===== config.mk =====
export PLATFORM = sky130hd
export DESIGN_NAME = homo_result_fifo
export DESIGN_NICKNAME = d
export VERILOG_FILES = /design/src/rtl/homo_result_fifo.sv
export SDC_FILE = /design/constraint.sdc
export NUM_CORES = 1
export LEC_CHECK = 0
export BUFFER_PORTS_ARGS = -buffer_cell sky130_fd_sc_hd__buf_2
export CORE_ASPECT_RATIO = 0.8
export CORE_MARGIN = 4
export CORE_UTILIZATION = 35
export DETAILED_ROUTE_END_ITERATION = 8
export MAX_ROUTING_LAYER = met4
export PLACE_DENSITY = 0.55
export SLEW_MARGIN = 40
export SYNTH_ARGS = -nofsm -noshare
export SYNTH_HDL_FRONTEND = slang
export SYNTH_SLANG_ARGS = --single-unit

===== constraint.sdc =====
create_clock -name CLK -period 4.12 [get_ports CLK]
set_input_delay 0.206 -clock CLK [delete_from_list [all_inputs] [get_ports CLK]]
set_output_delay 0.206 -clock CLK [all_outputs]
set_load 0.02 [all_outputs]

===== src/rtl/homo_result_fifo.sv =====
// -----------------------------------------------------------------------------
// homo_result_fifo
//   Downstream sink of the homomorphic evaluation stage. Every in_data word
//   qualified by in_we is captured into a first-word-fall-through FIFO. The
//   RISC-V side drains it through a valid/ready read port. Fill level, a sticky
//   overflow flag and a saturating dropped-word counter let software detect
//   lost shares.
//
// Ports
//   CLK       in   system clock, all state on the rising edge
//   RST       in   asynchronous, active-low reset
//   in_data   in   result word from the homomorphic stage
//   in_we     in   word valid strobe, one word per high cycle
//   clr       in   synchronous flush: empty FIFO, clear overflow and drop_cnt
//   rd_data   out  head-of-FIFO word, 0 while rd_valid=0
//   rd_valid  out  FIFO non-empty
//   rd_ready  in   consumer accepts the head word this cycle
//   level     out  number of stored words, 0..DEPTH
//   full      out  level == DEPTH
//   overflow  out  sticky: a word was dropped since last reset/clr
//   drop_cnt  out  words dropped since last reset/clr, saturates at all-ones
// -----------------------------------------------------------------------------
module homo_result_fifo #(
  parameter int DATA_W = 32,
  parameter int DEPTH  = 16,
  parameter int AW     = 4,
  parameter int DROP_W = 16
) (
  input  logic              CLK,
  input  logic              RST,
  input  logic [DATA_W-1:0] in_data,
  input  logic              in_we,
  input  logic              clr,
  output logic [DATA_W-1:0] rd_data,
  output logic              rd_valid,
  input  logic              rd_ready,
  output logic [AW:0]       level,
  output logic              full,
  output logic              overflow,
  output logic [DROP_W-1:0] drop_cnt
);

  logic [DATA_W-1:0] mem [DEPTH];
  logic [AW-1:0]     wr_ptr;
  logic [AW-1:0]     rd_ptr;
  logic [AW:0]       level_q;
  logic              overflow_q;
  logic [DROP_W-1:0] drop_cnt_q;

  logic push;
  logic pop;
  logic drop;

  // Status comes from registered state only, so in_we never reaches an output
  // combinationally.
  assign rd_valid = (level_q != '0);
  assign full     = (level_q == (AW+1)'(DEPTH));
  assign level    = level_q;
  assign overflow = overflow_q;
  assign drop_cnt = drop_cnt_q;

  // A full FIFO still accepts a word when the head leaves in the same cycle.
  assign pop  = rd_valid & rd_ready;
  assign push = in_we & (~full | pop);
  assign drop = in_we & full & ~pop;

  // First-word-fall-through: the head is read straight out of the array.
  assign rd_data = rd_valid ? mem[rd_ptr] : '0;

  // NOTE: the storage array has no reset branch; stale entries are unreachable
  // because rd_valid gates the read, and leaving it unreset lets it map to RAM.
  always_ff @(posedge CLK) begin
    if (push && !clr) begin
      mem[wr_ptr] <= in_data;
    end
  end

  // NOTE: sequential state uses non-blocking assignments so every register
  // samples the pre-edge values regardless of statement order.
  always_ff @(posedge CLK or negedge RST) begin
    if (!RST) begin
      wr_ptr     <= '0;
      rd_ptr     <= '0;
      level_q    <= '0;
      overflow_q <= 1'b0;
      drop_cnt_q <= '0;
    end else if (clr) begin
      // Flush wins over any same-cycle push, pop or drop.
      wr_ptr     <= '0;
      rd_ptr     <= '0;
      level_q    <= '0;
      overflow_q <= 1'b0;
      drop_cnt_q <= '0;
    end else begin
      if (push) begin
        wr_ptr <= wr_ptr + 1'b1;
      end
      if (pop) begin
        rd_ptr <= rd_ptr + 1'b1;
      end
      if (push && !pop) begin
        level_q <= level_q + 1'b1;
      end else if (pop && !push) begin
        level_q <= level_q - 1'b1;
      end
      if (drop) begin
        overflow_q <= 1'b1;
        if (drop_cnt_q != '1) begin
          drop_cnt_q <= drop_cnt_q + 1'b1;
        end
      end
    end
  end

endmodule


==> impl_summary.txt, run 1 <==
----------------------------------------------------
[Yosys]
  Area share of the largest cell type after synthesis ... 0.720
  Number of synthesized flops with an enable pin ... 512
  Cell area after synthesis ... 21400 sq um
  Count of distinct cell types in the synthesized netlist ... 52
  Sequential fraction of the synthesis area ... 0.755
  Most frequently used flop master after synthesis ... edfxtp_1
  Most used standard cell by instance count after synthesis ... edfxtp_1
  Synth top area cells ... edfxtp_1 (72%), mux4_2 (13%), dfrtp_1 (3.5%)
  Yosys top cell by area ... edfxtp_1
  Synth Net Count ... 1058
  Count of warnings emitted by yosys ... 0
  Post-synthesis sequential element count ... roughly 540
  Most frequent cells after synthesis ... edfxtp_1 (512), mux4_2 (128), mux2i_1 (68)
  Post-synthesis average cell area ... about 21 sq um
  Cells after Synth ... 1010
  Synth async-reset ratio ... 0.0554

[CTS]
  Maximum buffer depth of the clock tree ... 3
  Count of clock tree sinks ... 542
  CTS clock-pin slew for the worst setup and hold paths ... 0.06 ns
  Setup fix buffers added after clock tree synthesis ... 0
  CTS buffer count ... 54
  Root cell of the clock tree ... clkbuf_16
  Clock latency on the worst-skew pair ... 0.60 ns
  Number of levels the H-tree was split into ... 2
  TritonCTS clock tree ... yes

[STA]
  Total count of max-transition violations in the final report ... 0
  Hold violation count in the final report ... 0
  Timing-limited maximum frequency ... 308 MHz
  Setup clock skew after layout ... 0.0308 ns
  Final critical delay including setup and external delays ... 3.25 ns
  Final setup violation count ... 0
  Worst slew slack as a fraction of its limit ... 0.534
  Worst-Margin Slew ... about 0.70 ns
  Setup_tns ... 0 ns
  Worst Hold Slack ... approximately 0.09 ns
  RSZ-0062 raised after global routing ... false
  Final cycle utilization of the critical path ... 0.789

[Setup path]
  Reg-to-Reg End ... level[4]
  Arrival @ worst endpoint ... 3.04 ns
  Kind of end point of the critical path ... primary output
  Setup slack, reg-to-reg ... 1.03 ns
  Crit path launch type ... flip-flop
  Data required time at the worst endpoint ... 3.91 ns
  FF-to-FF path depth ... 8
  Slowest library cell on the worst path ... dfrtp_4
  CP Cell Sequence ... buf_12 > mux4_2 > mux2i_1 > o22ai_1 > buf_2
  Crit path max fanout ... 43
  Slowest cell delay on critical path ... 0.74 ns
  Source of the worst register-to-register timing path ... level[1]
  Worst setup path category ... flip-flop to primary output

[Global routing]
  Number of global-route vias before repair ... 11000
  Antenna violations before repair ... 0
  Met1 track demand over resource in global routing ... 0.208
  Global-route track usage on met2 ... 0.237
  Residual overflow from global routing ... 0
  GRT Resource Usage Total ... 0.150
  Gr busiest metal ... met2
  Pin count of the biggest net entering global routing ... 47
  Global-route wire length before repair ... 72000 um
  Met3 track demand over resource ... 0.0225

[Flow run]
  Reported max-cap violation count ... 0

[Placed design]
  GP Congestion ... 0.730
  Final HPWL from detailed placement ... between 20000 and 30000 um
  Input/output buffers ... 92

[Min path]
  Startpoint of the worst hold path ... rd_ready
  Count of cells along the worst hold path ... 4
  Endpoint of the worst hold path ... rd_ptr[3]
  Worst hold-check path type ... input port to flip-flop

[Route]
  Drt first-iter violations ... about 700
  Antenna viol nets, final ... 0
  Drc violations ... 0
  Via-to-Cell Ratio ... around 5.2
  Post-detailed-routing wire length ... 47200 um
  Detail-routed net length per standard cell ... ~24 um
  DR vias ... just over 10000
  1st-pass router iterations ... 4

[Power]
  Static leakage power ... 0.00792 uW
  Total power divided by cell area ... 542 nW/um^2
  Maximum ir drop on the vdd rail ... around 0.31 mV

[Floorplanning]
  Floorplan die width ... 284 um
  Number of placement rows ... 80
  Area of the placeable core ... between 60000 and 70000 sq um
  Die Footprint ... around 65000 sq um
  Starting density of the core ... 0.356
  Floorplan die height ... 229 um
  Number of ports placed on the die boundary ... 93

[Finish]
  Proportion of layout cells with a drive suffix above 1 ... 0.302
  Number of nets in the layout ... 1222
  Ant diodes ... 0
  Area Overhead vs Synth ... 18.0%

[Run status]
  Result of the run ... finished, final reports clean

----------------------------------------------------
layer usage:
metal / share of wire / vias up
met5: 0 / -
met3: 0.035 / 68
li1: - / 4554
met1: 0.46 / 5492
met2: 0.49 / 169
met4: 0.018 / 0
placed cells by master, fill, tap and decap left out, types with 4 or more instances in the layout:
cell           count
buf_4             24
nand2b_1           5
a21oi_1           12
buf_2             91
dfrtp_1           27
bufinv_16          6
ha_1              10
nand3_1            6
nor2_4            16
edfxtp_1         512
mux2i_1           68
xor2_1             5
buf_12            12
nor2_1            23
nor3_1             4
nand2_1           13
clkinv_1          10
clkbuf_1          16
dlygate4sd3_1     33
nor2b_1            8
mux2_2            12
nand4_1            7
o22ai_1           32
and4_1             4
mux4_2           128
inv_1              8
clkinv_2           5
a211oi_1           4
clkbuf_16         55
critical path, delay by kind of cell (launching register included):
| family | cells | cell delay [ns] |
|---|---|---|
| mux | 2 | 0.78 |
| flops | 1 | 0.74 |
| buf+inv | 2 | 0.66 |
| compound gates | 1 | 0.22 |
logic make-up (layout without fill, tap and decap cells):
kind of cell | count (synthesis) | in the layout | synth area share
AOI/OAI and AO/OA | 70 | 70 | 0.0221
xor gates and xnor gates | 8 | 8 | 0.00328
adders and majority gates | 11 | 11 | 0.00680
buffers and inverters | 61 | 266 | 0.0119
DFF | 542 | 542 | 0.755
muxes | 208 | 208 | 0.173
and+or+nand+nor | 110 | 110 | 0.0278
stage by stage:
stage	instances	cell area, sq um	power, uW	worst slack (ns)	utilization
floorplan	1010	21400	8110	1.02	-
global placement	1861	23100	8950	1.13	0.384
detailed placement	1864	23200	8980	1.06	0.386
CTS	1994	25200	13900	0.783	0.420
global route	1994	25200	14300	0.655	0.420
finish	1994	25200	13700	0.871	0.420
worst max path at each step:
stage | startpoint | cells past startpoint | to
2_1_floorplan | level[0] | 5 | mem[12][0]
3_3_place_gp | level[1] | 8 | level[4]
3_5_place_dp | level[0] | 8 | level[4]
4_1_cts | rd_ptr[0] | 6 | rd_data[24]
5_1_grt | rd_ptr[0] | 6 | rd_data[19]
6_report | rd_ptr[0] | 5 | rd_data[2]
timing repair:
| action | 4_1_cts | 5_1_grt |
|---|---|---|
| hold endpoints to repair | 542 | 0 |
| gates resized for setup | 0 | 0 |
| hold buffers | 33 | 0 |
flip-flops by register name, indices dropped and copies added, names as in the netlist:
register	count
level	5
rd_ptr	4
drop_cnt	16
overflow	1
wr_ptr	4
mem	512
where the power goes:
part | switching, uW | internal [uW] | total, uW
registers | 135 | 6110 | 6250
clock network | 2030 | 2820 | 4840
logic | 1410 | 1160 | 2570
cell type report:
class / count / area [sq um]
timing repair buffer: 161 / 1230
clock buffer: 71 / 1440
multi-input combinational: 407 / 5110
inverter: 8 / 30.0
sequential: 542 / 16100
clock inverter: 26 / 283
fill: 5251 / 34900
tap: 779 / 975
Power figures use the tool's default switching activity.
==> run 2, diff against run 1 <==
- clock period: 4.12 -> 3.3 ns (I/O delays scaled with it)
==> impl_summary.txt, run 2 (synthesis results as in run 1) <==
----------------------------------------------------
[STA]
  Worst-Margin Slew ... 0.771 ns (was 0.699 ns)
  Final critical delay including setup and external delays ... 3.06 ns
  Setup_tns ... 0 ns (unchanged)
  Final setup violation count ... 0 (unchanged)
  RSZ-0062 raised after global routing ... false (unchanged)
  Total count of max-transition violations in the final report ... 0 (unchanged)
  Worst slew slack as a fraction of its limit ... 0.485 (was 0.534)
  Timing-limited maximum frequency ... 327 MHz
  Final cycle utilization of the critical path ... 0.927
  Hold violation count in the final report ... 0 (unchanged)
  Setup clock skew after layout ... 0.00969 ns (was 0.0308 ns)

[Setup path]
  CP Buf/Inv Count ... 0 (was 2)
  Crit path max fanout ... 9 (was 43)
  Start point of the critical path ... level[1] (was rd_ptr[0])
  CP Cell Sequence ... or4_1 > o21ai_1 > nand2_1 > fa_1 > a21o_1 > a21oi_1 > a21boi_0 > nor3_1 (was buf_12 > mux4_2 > mux2i_1 > o22ai_1 > buf_2)
  Worst setup path category ... flip-flop to flip-flop (was flip-flop to primary output)
  Data required time at the worst endpoint ... 3.76 ns (was 3.91 ns)
  Slowest library cell on the worst path ... or4_1 (was dfrtp_4)
  Slowest cell delay on critical path ... 0.75 ns (was 0.74 ns)
  Arrival @ worst endpoint ... 3.52 ns (was 3.04 ns)
  Crit path launch type ... flip-flop (unchanged)
  Source of the worst register-to-register timing path ... level[1] (unchanged)
  Kind of cell with the highest combined delay on the critical path ... simple AND/OR/NAND/NOR gates (was multiplexers)
  Kind of end point of the critical path ... flip-flop (was primary output)

[Finish]
  Area occupied by multi-input gates ... 5100 sq um (was 5110 sq um)
  Area Overhead vs Synth ... 19.4% (was 18.0%)
  Number of flip-flops in the largest register ... 512 (unchanged)
  Count of filler cells inserted in the layout ... 5205 (was 5251)
  Final design instance area without fill ... 25500 sq um (was 25200 sq um)
  Number of nets in the layout ... 1239 (was 1222)
  Most used cells in the layout excluding fill and tap cells ... edfxtp_1 (512), mux4_2 (128), buf_2 (91) (unchanged)
  Ant diodes ... 0 (unchanged)
  Area taken by flip-flops and latches ... 16100 sq um (unchanged)
  Most common cell after layout, fill and taps aside ... edfxtp_1 (unchanged)
  Top register by number of flip-flops ... mem (unchanged)
  Proportion of layout cells with a drive suffix above 1 ... 0.311 (was 0.302)

[CTS]
  CTS buffer count ... 54 (unchanged)
  Clock latency on the worst-skew pair ... 0.59 ns (was 0.60 ns)
  Number of levels the H-tree was split into ... 2 (unchanged)
  CTS clock-pin slew for the worst setup and hold paths ... 0.06 ns (about the same)
  TritonCTS clock tree ... yes (unchanged)
  CTS resizes ... 0 (unchanged)
  Setup fix buffers added after clock tree synthesis ... 0 (unchanged)
  Root cell of the clock tree ... clkbuf_16 (unchanged)
  Maximum buffer depth of the clock tree ... 3 (unchanged)
  Count of clock tree sinks ... 542 (unchanged)

[Global routing]
  Residual overflow from global routing ... 0 (unchanged)
  Met1 track demand over resource in global routing ... 0.223 (was 0.208)
  Gr busiest metal ... met2 (unchanged)
  Antenna violations before repair ... 1 (was 0)
  Global-route wire length before repair ... 73100 um (was 72000 um)
  GRT Resource Usage Total ... 0.153 (was 0.150)
  Pin count of the biggest net entering global routing ... 44 (was 47)
  Global-route track usage on met2 ... 0.230 (was 0.237)
  Number of global-route vias before repair ... 10900 (was 11000)
  Met3 track demand over resource ... 0.0248 (was 0.0225)

[Run status]
  Result of the run ... finished, final reports clean (unchanged)

[Placed design]
  Final HPWL from detailed placement ... 30000 um (was 26900 um)
  GP Congestion ... 0.768 (was 0.730)
  Input/output buffers ... 92 (unchanged)
  Area after DPL ... 23400 sq um (was 23200 sq um)

[Flow run]
  Reported max-cap violation count ... 0 (unchanged)

[Floorplanning]
  Die Footprint ... 65100 sq um (unchanged)
  Starting density of the core ... 0.356 (unchanged)
  Floorplan die height ... 229 um (unchanged)
  Floorplan die width ... 284 um (unchanged)
  Area of the placeable core ... 60100 sq um (unchanged)
  Number of placement rows ... 80 (unchanged)
  Number of ports placed on the die boundary ... 93 (unchanged)

[Route]
  Post-detailed-routing wire length ... 48400 um (was 47200 um)
  DR vias ... 10500 (was 10300)
  Via-to-Cell Ratio ... 5.23 (was 5.16)
  Drt first-iter violations ... 1083 (was 683)
  Drc violations ... 0 (unchanged)
  Detail-routed net length per standard cell ... 24.0 um (was 23.7 um)
  Antenna viol nets, final ... 0 (unchanged)
  1st-pass router iterations ... 4 (unchanged)

[Min path]
  Worst hold-check path type ... input port to flip-flop (unchanged)
  Startpoint of the worst hold path ... in_we (was rd_ready)

[Power]
  Total power divided by cell area ... 670 nW/um^2 (was 542 nW/um^2)
  Maximum ir drop on the vdd rail ... 0.398 mV (was 0.307 mV)
  Static leakage power ... 0.00806 uW (was 0.00792 uW)

----------------------------------------------------
[run 2: worst paths after layout]
| path | endpoint | slack [ns] | depth (start not counted) |
|---|---|---|---|
| max | level[4] | 0.24 | 8 |
| min | wr_ptr[3] | 0.05 | 4 |
| max reg2reg | level[4] | 0.24 | 8 |
| min reg2reg | overflow | 0.50 | 2 |
| max in group asynchronous | rd_ptr[0] | 2.89 | 2 |
| min in group asynchronous | overflow | 0.07 | 2 |
[run 2: area by class of cell]
cell class / instances / area share
Clock inverter: 28 / 0.0102
Tap cell: 779 / 0.0382
Clock buffer: 71 / 0.0563
Timing Repair Buffer: 178 / 0.0610
Inverter: 8 / 0.00118
Multi-Input combinational cell: 407 / 0.200
Sequential cell: 542 / 0.633
[run 2: power by group]
group	switching [uW]	internal [uW]	total [uW]
logic	1840	1510	3350
registers	142	7630	7780
clock network	2570	3380	5950
[run 2: worst register-to-register path, cell delays in order (launching register included)]
cell	delay (ns)
dfrtp_1	0.47
or4_1	0.75
o21ai_1	0.33
nand2_1	0.23
fa_1	0.46
a21o_1	0.20
a21oi_1	0.21
a21boi_0	0.21
nor3_1	0.06
[run 2: metal layers]
| metal | share of wire | up-vias | wire, um |
|---|---|---|---|
| li1 | - | 4586 | - |
| met1 | 0.47 | 5630 | 22800 |
| met2 | 0.47 | 254 | 22600 |
| met3 | 0.047 | 61 | 2290 |
| met4 | 0.015 | 0 | 746 |
| met5 | 0 | - | 0 |
[run 2: what timing repair did]
item                                   4_1_cts  5_1_grt
hold buffers                                33        0
setup endpoints to repair                    0        0
endpoints found under the hold margin      542        0
[run 2: per-stage QoR]
stage / instances / util / hold slack [ns] / setup slack [ns] / power (uW)
2_1_floorplan: 1010 / - / -0.131 / 0.195 / 10100
3_3_place_gp: 1866 / 0.385 / 0.274 / 0.310 / 11300
3_5_place_dp: 1880 / 0.390 / 0.273 / 0.271 / 11300
4_1_cts: 2012 / 0.424 / 0.0220 / 0.219 / 17300
5_1_grt: 2013 / 0.425 / 0.0560 / 0.0802 / 17900
6_report: 2013 / 0.425 / 0.0505 / 0.242 / 17100
